File: src/rtl/sprite_scheduler.sv
// rtl/sprite_scheduler.sv - shares one 90x90 sprite-sheet ROM between NUM_SPRITES on-screen sprites
//
// Ports:
//   vga_clk      pixel clock, all logic on posedge
//   reset        asynchronous, active-high
//   DrawX/DrawY  current pixel column/row
//   blank        1 = visible region
//   sprite_x/y   packed centre positions, sprite i at bits [10i+9:10i]
//   sprite_en    per-sprite enable
//   rom_address  registered ROM address for the winning sprite
//   rom_q        ROM texel, valid ROM_LAT cycles after rom_address
//   pix_valid    visible, opaque sprite pixel
//   pix_idx      palette index (0 when pix_valid=0)
//   pix_id       winning sprite index
//   collision    boxes of two or more sprites overlapped in the previous frame
module sprite_scheduler #(
  parameter int NUM_SPRITES = 4,
  parameter int SPR_DIM     = 90,
  parameter int SPR_HALF    = 45,
  parameter int ADDR_W      = 13,
  parameter int IDX_W       = 3,
  parameter int TRANSP_IDX  = 0,
  parameter int ROM_LAT     = 1,
  parameter int LATCH_Y     = 480,
  localparam int ID_W       = (NUM_SPRITES > 1) ? $clog2(NUM_SPRITES) : 1
) (
  input  logic                      vga_clk,
  input  logic                      reset,
  input  logic [9:0]                DrawX,
  input  logic [9:0]                DrawY,
  input  logic                      blank,
  input  logic [10*NUM_SPRITES-1:0] sprite_x,
  input  logic [10*NUM_SPRITES-1:0] sprite_y,
  input  logic [NUM_SPRITES-1:0]    sprite_en,
  output logic [ADDR_W-1:0]         rom_address,
  input  logic [IDX_W-1:0]          rom_q,
  output logic                      pix_valid,
  output logic [IDX_W-1:0]          pix_idx,
  output logic [ID_W-1:0]           pix_id,
  output logic                      collision
);

  // Shadow copies of sprite state, reloaded once per frame.
  logic [9:0]             r_sx [NUM_SPRITES];
  logic [9:0]             r_sy [NUM_SPRITES];
  logic [NUM_SPRITES-1:0] r_en;
  logic                   r_acc;

  logic                   r_hit0;
  logic [ID_W-1:0]        r_id0;
  logic                   r_hit_d [ROM_LAT];
  logic [ID_W-1:0]        r_id_d  [ROM_LAT];

  logic                   w_latch;
  logic signed [10:0]     w_dx [NUM_SPRITES];
  logic signed [10:0]     w_dy [NUM_SPRITES];
  logic [NUM_SPRITES-1:0] w_in;
  logic [ID_W-1:0]        w_win;
  logic                   w_multi;
  logic [ADDR_W-1:0]      w_addr;
  logic                   w_opaque;

  assign w_latch = (DrawX == 10'd0) && (DrawY == 10'(LATCH_Y));

  // Box offsets in 11-bit two's complement; a negative result (bit 10 set)
  // means the pixel is left of / above the box, so edge sprites clip instead
  // of wrapping around the screen.
  always_comb begin
    for (int i = 0; i < NUM_SPRITES; i++) begin
      w_dx[i] = 11'(DrawX) - 11'(r_sx[i]) + 11'(SPR_HALF);
      w_dy[i] = 11'(DrawY) - 11'(r_sy[i]) + 11'(SPR_HALF);
      w_in[i] = r_en[i]
              && !w_dx[i][10] && (w_dx[i][9:0] < 10'(SPR_DIM))
              && !w_dy[i][10] && (w_dy[i][9:0] < 10'(SPR_DIM));
    end
  end

  // Scan from lowest priority up so the lowest covering index wins.
  always_comb begin
    w_win = '0;
    for (int i = NUM_SPRITES - 1; i >= 0; i--) begin
      if (w_in[i]) w_win = ID_W'(i);
    end
  end

  // Clearing the lowest set bit leaves something only if two or more are set.
  assign w_multi = (w_in & (w_in - 1'b1)) != '0;

  assign w_addr = (|w_in)
                ? ADDR_W'(w_dy[w_win][9:0]) * ADDR_W'(SPR_DIM) + ADDR_W'(w_dx[w_win][9:0])
                : '0;

  assign w_opaque = r_hit_d[ROM_LAT-1] && (rom_q != IDX_W'(TRANSP_IDX));

  always_ff @(posedge vga_clk or posedge reset) begin
    if (reset) begin
      for (int i = 0; i < NUM_SPRITES; i++) begin
        r_sx[i] <= '0;
        r_sy[i] <= '0;
      end
      r_en      <= '0;
      r_acc     <= 1'b0;
      collision <= 1'b0;
    end else if (w_latch) begin
      for (int i = 0; i < NUM_SPRITES; i++) begin
        r_sx[i] <= sprite_x[10*i +: 10];
        r_sy[i] <= sprite_y[10*i +: 10];
      end
      r_en      <= sprite_en;
      collision <= r_acc;
      r_acc     <= 1'b0;
    end else if (blank && w_multi) begin
      r_acc <= 1'b1;
    end
  end

  always_ff @(posedge vga_clk or posedge reset) begin
    if (reset) begin
      rom_address <= '0;
      r_hit0      <= 1'b0;
      r_id0       <= '0;
      for (int k = 0; k < ROM_LAT; k++) begin
        r_hit_d[k] <= 1'b0;
        r_id_d[k]  <= '0;
      end
      pix_valid <= 1'b0;
      pix_idx   <= '0;
      pix_id    <= '0;
    end else begin
      rom_address <= w_addr;
      r_hit0      <= (|w_in) && blank;
      r_id0       <= w_win;
      // Hit/ID ride alongside the ROM read so they line up with rom_q.
      r_hit_d[0]  <= r_hit0;
      r_id_d[0]   <= r_id0;
      for (int k = 1; k < ROM_LAT; k++) begin
        r_hit_d[k] <= r_hit_d[k-1];
        r_id_d[k]  <= r_id_d[k-1];
      end
      // A transparent texel of the winner stays transparent; lower sprites
      // are never consulted.
      pix_valid <= w_opaque;
      pix_idx   <= w_opaque ? rom_q : '0;
      pix_id    <= r_hit_d[ROM_LAT-1] ? r_id_d[ROM_LAT-1] : '0;
    end
  end

endmodule

File: config.mk
export PLATFORM = sky130hd
export DESIGN_NAME = sprite_scheduler
export DESIGN_NICKNAME = d
export VERILOG_FILES = /design/src/rtl/sprite_scheduler.sv
export SDC_FILE = /design/constraint.sdc
export NUM_CORES = 1
export LEC_CHECK = 0
export ABC_CLOCK_PERIOD_IN_PS = 12700
export BUFFER_PORTS_ARGS = -buffer_cell sky130_fd_sc_hd__buf_2
export CAP_MARGIN = 20
export CORE_MARGIN = 10
export CORE_UTILIZATION = 43
export DETAILED_ROUTE_END_ITERATION = 8
export GPL_ROUTABILITY_DRIVEN = 0
export PLACE_DENSITY = 0.64
export SLEW_MARGIN = 25
export SYNTH_ARGS = -nofsm -noshare
export SYNTH_HDL_FRONTEND = slang
export SYNTH_SLANG_ARGS = --single-unit
File: constraint.sdc
create_clock -name vga_clk -period 12.7 [get_ports vga_clk]
set_clock_uncertainty 0.15 [all_clocks]
set_input_delay 0 -clock vga_clk [delete_from_list [all_inputs] [get_ports vga_clk]]
set_output_delay 0 -clock vga_clk [all_outputs]
set_load 0.005 [all_outputs]
Word-level counts from Yosys, hierarchy flattened
Cells that the tools add are included.
{ "classes": {"addsub": 18, "mul": 1, "order_cmp": 9, "n_eq_ne": 1, "mux": 15, "bitwise_logic": 2, "n_reduce_logical": 33} }
{ "op_table": {"columns": ["operator", "n"], "rows": [
  ["adder 11 x 6 -> 11 bit, second input constant", 8],
  ["subtractor 10 x 10 -> 11 bit", 8],
  ["< comparator 10 x 7 -> 1 bit, second input constant", 8],
  ["binary-select mux 11 bit (select 2 bit)", 2],
  ["2-to-1 mux 10 bit", 4],
  ["logical AND 1 bit", 20],
  ["adder 13 x 10 -> 13 bit", 1],
  ["2-to-1 mux 13 bit", 1],
  ["multiplier 10 x 6 -> 12 bit, second input constant", 1],
  ["== test 10 x 9 -> 1 bit, second input constant", 1],
  ["zero test 10 bit", 1],
  ["2-to-1 mux 2 bit", 5],
  ["zero test 1 bit", 8],
  ["bitwise AND 4 bit", 1],
  ["nonzero test 4 bit", 1],
  ["OR reduction 4 bit", 1],
  ["subtractor 4 x 1 -> 4 bit, second input constant", 1],
  [">= comparator 3 bit, second input constant", 1],
  ["2-to-1 mux 3 bit", 1],
  ["inverter 2 -> 3 bit", 1],
  ["nonzero test 3 bit", 1],
  ["2-to-1 mux 1 bit", 2],
  ["nonzero test 2 bit", 1]
]} }
{ "totals": {"reg_bits": 111, "input_bits": 110, "output_inout_bits": 20, "elab_cells": 98} }

Logic depth before layout (Yosys ltp)
Gate-level depths: netlist (run 1).
{ "depth": {"depth_word": 18, "mapped_depth": 36, "mapped_depth_nobuf": 33} }

Worst setup path before layout (run 1)
Ideal clock, no wire load.
{ "synth_timing": {"kind": "reg-to-reg", "start": "reg r_sy[1] (netlist name)", "end": "reg rom_address[11]", "setup_ns": 0.132, "arrival_time_ns": 6.763, "t_required_ns": 12.418, "path_slack_ns": 5.655, "path_stages_with_launch": 34, "n_path_buf": 3, "synth_period_minus_slack_ns": 7.045, "cell_sequence": "dfrtp_1 -> ha_1 -> inv_1 -> ha_1 -> inv_1 -> fa_1 -> nand2b_1 -> a21oi_1 -> a31oi_1 -> xnor2_1 -> or4_4 -> or3_4 -> o21bai_4 -> and2_4 -> buf_6 -> buf_12 -> buf_12 -> mux2i_1 -> mux2i_1 -> ha_1 -> ha_1 -> inv_1 -> fa_1 -> inv_1 -> ha_1 -> fa_1 -> ha_1 -> a21oi_1 -> o21bai_1 -> a21oi_1 -> nor2b_1 -> o21ai_0 -> xor2_1 -> nor2_1"} }
{ "synth_between": {"elab_chain_len": 16, "word_cells_on_any_way": 21, "classes_between": "add/sub (3); mul (1); order compare (1); mux (11); bitwise (1); reduce/logical (4)"} }
{ "synth_rtl": {"columns": ["item", "line", "source"], "rows": [
  ["from (decl)", "45", "logic [9:0] r_sy [NUM_SPRITES];"],
  ["from (signal, indexed assignment)", "107", "r_sy[i] <= sprite_y[10*i +: 10];"],
  ["subtractor 10 x 10 -> 11 bit *", "71", "w_dy[i] = 11'(DrawY) - 11'(r_sy[i]) + 11'(SPR_HALF);"],
  ["adder 11 x 6 -> 11 bit *", "71", null],
  ["parallel branches: the longest is 2 deep, another holds < comparator 10 x 7 -> 1 bit", null, null],
  ["logical AND 1 bit *", "74", "&& !w_dy[i][10] && (w_dy[i][9:0] < 10'(SPR_DIM));"],
  ["2-to-1 mux 2 bit * (4 in series)", "82", "if (w_in[i]) w_win = ID_W'(i);"],
  ["via w_win[0]", "58", "logic [ID_W-1:0] w_win;"],
  ["inverter 2 -> 3 bit (not written as such) *", "90", "? ADDR_W'(w_dy[w_win][9:0]) * ADDR_W'(SPR_DIM) + ADDR_W'(w_dx[w_win][9:0])"],
  ["binary-select mux 11 bit (select 2 bit)", "90", null],
  ["2-to-1 mux 10 bit (not written as such) (2 in series)", "90", null],
  ["multiplier 10 x 6 -> 12 bit", "90", null],
  ["adder 13 x 10 -> 13 bit *", "90", null],
  ["2-to-1 mux 13 bit *", "90", null],
  ["via w_addr[11]", "60", "logic [ADDR_W-1:0] w_addr;"],
  ["to (signal assigned)", "130", "rom_address <= w_addr;"],
  ["to (decl)", "35", "output logic [ADDR_W-1:0] rom_address,"]
]} }
Mark *: on every way through the listed nets, which the timed path passes. The select of a mux whose other input is x is not followed.
A chain may end at the register's enable or synchronous reset.

Worst setup path after layout (run 1)
{ "layout_timing": {"start": "reg r_sy[27] (netlist name)", "end": "reg rom_address[11]"} }
{ "layout_between": {"elab_chain_len": 14, "word_cells_on_any_way": 19, "classes_between": "add/sub (3); mul (1); order compare (1); mux (9); bitwise (1); reduce/logical (4)"} }
{ "layout_rtl": {"columns": ["item", "line"], "rows": [
  ["subtractor 10 x 10 -> 11 bit *", "71"],
  ["adder 11 x 6 -> 11 bit *", "71"],
  ["parallel branches: the longest is 11 deep, another holds adder 13 x 10 -> 13 bit", null],
  ["2-to-1 mux 13 bit *", "90"],
  ["via w_addr[11]", "60"]
]} }
Marked as above.

==> impl_metrics.json, run 1 <==
{
  "status": "complete, no violations",
  "syn-instance-count": 1171,
  "grt_pass1_wl_um": 45600,
  "grt_overflow": 0,
  "max_freq_mhz": 125,
  "grt_antenna_before_repair": 0,
  "ys.flop_type": "dfrtp_1",
  "layout.nets": 1693,
  "arrival_ns": 8.07,
  "pwr-share-seq": 0.296,
  "io_pins": 130,
  "p_per_area_nw_per_um2": 93.0,
  "worstPathRequired_ns": 12.77,
  "ff_latch_area_um2": 2780,
  "rows": 57,
  "area_growth_pct": 20.3,
  "final_util": 0.527,
  "grt_pass1_vias": 8835,
  "worst_hold_path_type": "input port to flop",
  "worst_pin_slew_ns": 0.787,
  "cts_max_path_buffers": 2,
  "drv_cap": 0,
  "reg2reg_to": "rom_address[11]",
  "crit_path_end_kind": "flop",
  "clk_latency_ns": 0.37,
  "drtIter0Drc": 752,
  "startpoint": "r_sy[27]",
  "final.period_utilization": 0.629,
  "drtPass1Iterations": 5,
  "viasPerCell": 5.21,
  "slowest_stage": "mux2i_1",
  "ys_seq_area_frac": 0.261,
  "final_cell_mix": "ha_1 (181), inv_1 (177), buf_2 (129)",
  "dieHeight_um": 177,
  "die_x_um": 177,
  "drtAntennaViolNets": 0,
  "mostFrequentLayoutCell": "ha_1",
  "synthDistinctLibCells": 76,
  "ir_drop_mv": 0.0908,
  "post-dp-hpwl_um": 22300,
  "fillers": 2229,
  "drc": 0,
  "portBuffers": 129,
  "numCtsBuffers": 9,
  "syn_nets": 1483,
  "path_clk_slew_ns": 0.08,
  "rr_worst_depth": 28,
  "clock-sinks": 111,
  "ff2ff_setup_slack_ns": 4.71,
  "diodes": 0,
  "relSlewSlack": 0.472,
  "synth_edf_count": 0,
  "drive_gt1_frac": 0.149,
  "drv_slew": 0,
  "setup_viol": 0,
  "rsz0062_at_grt": "false",
  "multi_input_area_um2": 7070,
  "syn-mean-instance-area_um2": 9.09,
  "share_comb_of_total_power": 0.439,
  "core_area_um2": 24300,
  "grt_use_total": 0.181,
  "start_kind": "flop",
  "worstSetupPathType": "flop to flop",
  "yosysWarnings": 0,
  "p_int_mw": 0.771,
  "cts_resized": 0,
  "sw_frac_of_total": 0.353,
  "max_stage_delay_ns": 0.62,
  "hold_viol": 0,
  "syn_area_um2": 10700,
  "setup_tns_ns": 0,
  "clock_power_share": 0.265,
  "reg2reg_from": "r_sy[27]",
  "cts_tree": "yes",
  "ys_ff_latch": 111,
  "initial_core_util": 0.438,
  "die_area_um2": 31500,
  "wirelength_um": 28300,
  "synthArstFlopShare": 1.00,
  "layout_min_cycle_time_ns": 7.99,
  "cts_root_buf": "clkbuf_16",
  "power_mw": 1.19,
  "p_leak_nw": 6.49,
  "worst_path_most_repeated_cell": "ha_1",
  "vias": 8896,
  "ctsHtreeMaxLevel": 3,
  "endpoint": "rom_address[11]",
  "grt_max_degree": 106,
  "netSwitchingPower_mw": 0.420,
  "worstPathMaxFanout": 8,
  "wl_per_cell_um": 16.6
}
## synth_stat cells, types with 5 or more instances
cell type	number	share of area
nand2_1	68	0.024
nor2_1	50	0.018
xor2_1	23	0.019
and2_1	11	0.0065
a21o_1	20	0.014
nor4_1	6	0.0035
nand2b_1	19	0.011
o211ai_1	10	0.0070
fa_1	21	0.039
o21ai_0	80	0.038
a211oi_1	12	0.0085
dfrtp_1	111	0.26
nand3_1	16	0.0075
nand4_1	10	0.0059
a31oi_1	10	0.0059
ha_1	181	0.21
a21oi_1	64	0.030
nor3_1	22	0.010
o21bai_1	12	0.0085
o21a_1	7	0.0049
mux2i_1	37	0.035
clkbuf_1	11	0.0039
xnor2_1	35	0.029
mux2_2	41	0.043
or3_1	6	0.0035
nor2b_1	9	0.0053
inv_1	178	0.063
and3_1	5	0.0029
## critical path, delay by kind of cell, from the launching register on
kind / cells / cell delay (ns)
buf+inv: 4 / 0.47
flops: 1 / 0.36
compound gates: 8 / 2.06
fa+ha+maj: 8 / 2.73
simple gates: 5 / 0.92
mux: 2 / 1.00
xor+xnor: 1 / 0.18
## final cells by class
cell class              count  area share
flip-flops and latches    111       0.217
clock inverters             6     0.00713
clock buffers               9      0.0176
repair buffers            222       0.123
multi-input cells         859       0.552
well taps                 324      0.0316
inverters                 178      0.0523
## per-stage QoR
stage                     setup slack, ns  hold slack, ns  std cells  cell area, µm²
after global routing                 4.32           0.118       1709           12800
after global placement               5.04          0.0456       1604           11600
final                                4.71          0.0888       1709           12800
after floorplan                      5.66         -0.0332       1171           10700
after CTS                            4.87          0.0741       1709           12800
after detailed placement             4.90          0.0404       1604           11600
## sequential cells by signal, indices dropped and copies added, names as in the netlist
signal       count
collision        1
pix_id           2
pix_idx          3
pix_valid        1
r_acc            1
r_en             4
r_hit0           1
r_hit_d          1
r_id0            2
r_id_d           2
r_sx            40
r_sy            40
rom_address     13
## power groups by stage
stage	clock network [mW]	logic [mW]	registers [mW]
after floorplan	0	0.396	0.360
after global placement	0	0.498	0.360
after detailed placement	0	0.497	0.360
after CTS	0.326	0.525	0.353
after global routing	0.340	0.594	0.353
final	0.316	0.522	0.353
## repair_timing
item                                   in CTS  in global routing
hold buffers                               90                  0
setup buffers                               0                  0
endpoints found under the hold margin     145                  0
## per-layer routing
metal,wire length (µm),share of wire,track usage
met2,12900,0.46,0.292
met5,0,0,0
met1,13200,0.47,0.243
met4,585,0.021,0.0559
met3,1600,0.057,0.0285
## how the worst min path moves through the flow
stage                      end  cells past startpoint  slack [ns]          from
floorplan              r_sx[0]                      2       -0.03  sprite_x[30]
global placement      r_sx[19]                      2        0.05         reset
detailed placement  pix_idx[1]                      2        0.04         reset
CTS                   r_sy[36]                      6        0.07      DrawX[5]
global route          r_sy[38]                      5        0.12      DrawX[5]
finish                 r_sy[0]                      5        0.09      DrawX[5]
## cells by family (layout without fill, tap and decap cells)
logic type | count (synthesis) | count (layout) | synth area share
mux | 79 | 79 | 0.0792
fa+ha+maj | 203 | 203 | 0.253
compound gates | 268 | 268 | 0.161
buf+inv | 201 | 415 | 0.0758
xor+xnor | 58 | 58 | 0.0477
flops | 111 | 111 | 0.261
simple gates | 251 | 251 | 0.122
Note: power is estimated with default switching activity, not from simulation.
==> inputs of run 2 (changes only) <==
- ABC_AREA: not set -> 1
- ABC_CLOCK_PERIOD_IN_PS: 12700 -> 8200
- clock period: 12.7 -> 8.2 ns (I/O delays scaled with it)
==> run 2 against run 1 <==
Effect of this change:
- the run now ends with design-rule violations left
- wire length grew 11%
- highest routed layer unchanged
- total power grew 47%
- worst setup slack lost 3.6 ns
- first-iteration DRC count shrank 11%
- largest cell class unchanged
- area after synthesis grew 6.7%
- global-route usage grew 0.91 points
- sequential share of layout area shrank 1.0 points
- clock-buffer cell count grew 3
- critical path depth grew 12
- hold slack gained 0.048 ns
- largest power group unchanged
- combinational power grew 43%
- cell count grew 29%
==> impl_metrics.json, run 2 <==
{
  "mostFrequentLayoutCell": "nand2_1",
  "violations": "design-rule violations",
  "syn_nets": 1967,
  "max_freq_mhz": 142,
  "synth_edf_count": 0,
  "vias": 10800,
  "path_clk_slew_ns": 0.08,
  "arrival_ns": 7.20,
  "core_area_um2": 26100,
  "synthDistinctLibCells": 41,
  "synthArstFlopShare": 1.00,
  "fillers": 2605,
  "rows": 59,
  "cts_tree": "yes",
  "clk_latency_ns": 0.38,
  "slowest_stage": "nand4_1",
  "drtAntennaViolNets": 0,
  "synth_top_family_by_area": "simple AND/OR/NAND/NOR gates",
  "io_pins": 130,
  "layout.nets": 2173,
  "initial_core_util": 0.436,
  "die_x_um": 183,
  "ff2ff_setup_slack_ns": 1.15,
  "setup_tns_ns": 0,
  "worstSetupPathType": "flop to flop",
  "p_per_area_nw_per_um2": 130,
  "setup_viol": 0,
  "final.period_utilization": 0.859,
  "grt_pass1_wl_um": 51900,
  "synth_compound_area_frac": 0.0610,
  "worst_hold_path_type": "input port to async pin",
  "critical_path_buf_inv_count": 8,
  "hold_viol": 0,
  "drive_gt1_frac": 0.0938,
  "drv_slew": 0,
  "cpLargestDelayFamily": "adder cells",
  "grt_pass1_vias": 10700,
  "grt_antenna_before_repair": 1,
  "cts_max_path_buffers": 2,
  "drtPass1Iterations": 9,
  "worstPathMaxFanout": 15,
  "relSlewSlack": 0.501,
  "ir_drop_mv": 0.131,
  "drc": 1,
  "ys.flop_type": "dfrtp_1",
  "cts_resized": 0,
  "synth.most_common_cell": "nand2_1",
  "final_cell_mix": "nand2_1 (547), inv_1 (316), ha_1 (181)",
  "rsz0062_at_grt": "false",
  "final_util": 0.516,
  "syn-instance-count": 1655,
  "area_growth_pct": 18.4,
  "layout_min_cycle_time_ns": 7.05,
  "portBuffers": 129,
  "syn_area_um2": 11400,
  "ys_seq_area_frac": 0.244,
  "grt_overflow": 0,
  "die_area_um2": 33300,
  "post-dp-hpwl_um": 25500,
  "worstPathRequired_ns": 8.35,
  "synth.largest_area_cell": "dfrtp_1",
  "drtIter0Drc": 667,
  "synth_common_cells": "nand2_1 (547), inv_1 (317), ha_1 (181)",
  "synth.top_cell.area_share": 0.244,
  "cts_root_buf": "clkbuf_16",
  "clock-sinks": 111,
  "worst_path_most_repeated_cell": "nand2_1",
  "drv_cap": 0,
  "grt_use_total": 0.190,
  "yosysWarnings": 0,
  "wl_per_cell_um": 14.3,
  "viasPerCell": 4.90,
  "top_regs": "r_sx: 40 flops, r_sy: 40 flops, rom_address: 13 flops",
  "ctsHtreeMaxLevel": 3,
  "dieHeight_um": 183,
  "p_leak_nw": 8.02,
  "crit_path_end_kind": "flop",
  "synthMuxAreaShare": 0,
  "synth_xor_area_frac": 0.0208,
  "synthAdderAreaFrac": 0.236,
  "post-cts-setup-buffers": 0,
  "worst_pin_slew_ns": 0.749,
  "status": "finished with violations",
  "numCtsBuffers": 9,
  "start_kind": "flop",
  "wirelength_um": 31400,
  "ff_latch_area_um2": 2780,
  "synth-simple-area-share": 0.314,
  "synth_top_cells_by_area": "dfrtp_1 (24%), ha_1 (20%), nand2_1 (18%)",
  "ys_ff_latch": 111,
  "multi_input_area_um2": 7180,
  "grt_max_degree": 85,
  "syn-mean-instance-area_um2": 6.87,
  "max_stage_delay_ns": 0.52
}
## run 2: power by group
| group | switching, mW | total (mW) | internal, mW |
|---|---|---|---|
| clock | 0.231 | 0.458 | 0.228 |
| combinational | 0.440 | 0.749 | 0.309 |
| sequential | 0.0000183 | 0.547 | 0.547 |
| total | 0.671 | 1.75 | 1.08 |
## run 2: metrics by stage
| stage | hold slack (ns) | area, µm² | total power, mW | cells | setup WS [ns] |
|---|---|---|---|---|---|
| finish | 0.137 | 13500 | 1.75 | 2202 | 1.15 |
| global route | 0.202 | 13500 | 1.90 | 2202 | 0.534 |
| CTS | 0.179 | 13500 | 1.76 | 2201 | 1.23 |
| detailed placement | 0.00495 | 12300 | 1.27 | 2096 | 1.27 |
| global placement | -0.00179 | 12300 | 1.26 | 2096 | 1.47 |
| floorplan | -0.0461 | 11400 | 1.11 | 1655 | 2.19 |
## run 2: final timing paths
path / endpoint / from / depth (start not counted)
max in group asynchronous: r_sy[32] / reset / 4
min in group vga_clk: r_sx[22] / DrawY[1] / 6
worst min-delay path: r_sx[8] / reset / 3
worst max-delay path: rom_address[12] / r_sy[31] / 40
worst min register to register: r_hit_d / r_hit0 / 0
worst max register to register: rom_address[12] / r_sy[31] / 40
## run 2: metal layers
layer  vias up  GRT usage  routed length [µm]
met3        48     0.0297                1420
met5         -          0                   0
met4         0     0.0644                 883
met2       211      0.319               14600
met1      4932      0.242               14500
li1       5609          -                   -
## run 2: final cells by class
type                    count  share of cell area
inverters                 323              0.0909
well taps                 335              0.0312
flip-flops and latches    111               0.206
repair buffers            221               0.116
clock buffers              12              0.0191
multi-input cells        1195               0.534
diodes                      1            0.000186
clock inverters             4             0.00279
## run 2: kinds of logic after synthesis
logic type               after synthesis
flip-flops                           111
AO/OA/AOI/OAI                        129
buffers and inverters                349
AND/OR/NAND/NOR                      837
XOR/XNOR                              27
adder cells (fa/ha/maj)              202
## run 2: timing repair
action | in CTS | in global routing
endpoints found under the hold margin | 144 | 0
setup endpoints to repair | 0 | 0
hold buffers | 89 | 0
## run 2: worst register-to-register path, delay by kind of cell, from the launching register on
family | cells | cell delay, ns
xor gates and xnor gates | 2 | 0.32
and+or+nand+nor | 18 | 2.13
DFF | 1 | 0.39
buffers and inverters | 8 | 0.56
adders and majority gates | 9 | 2.92
AOI/OAI and AO/OA | 3 | 0.52
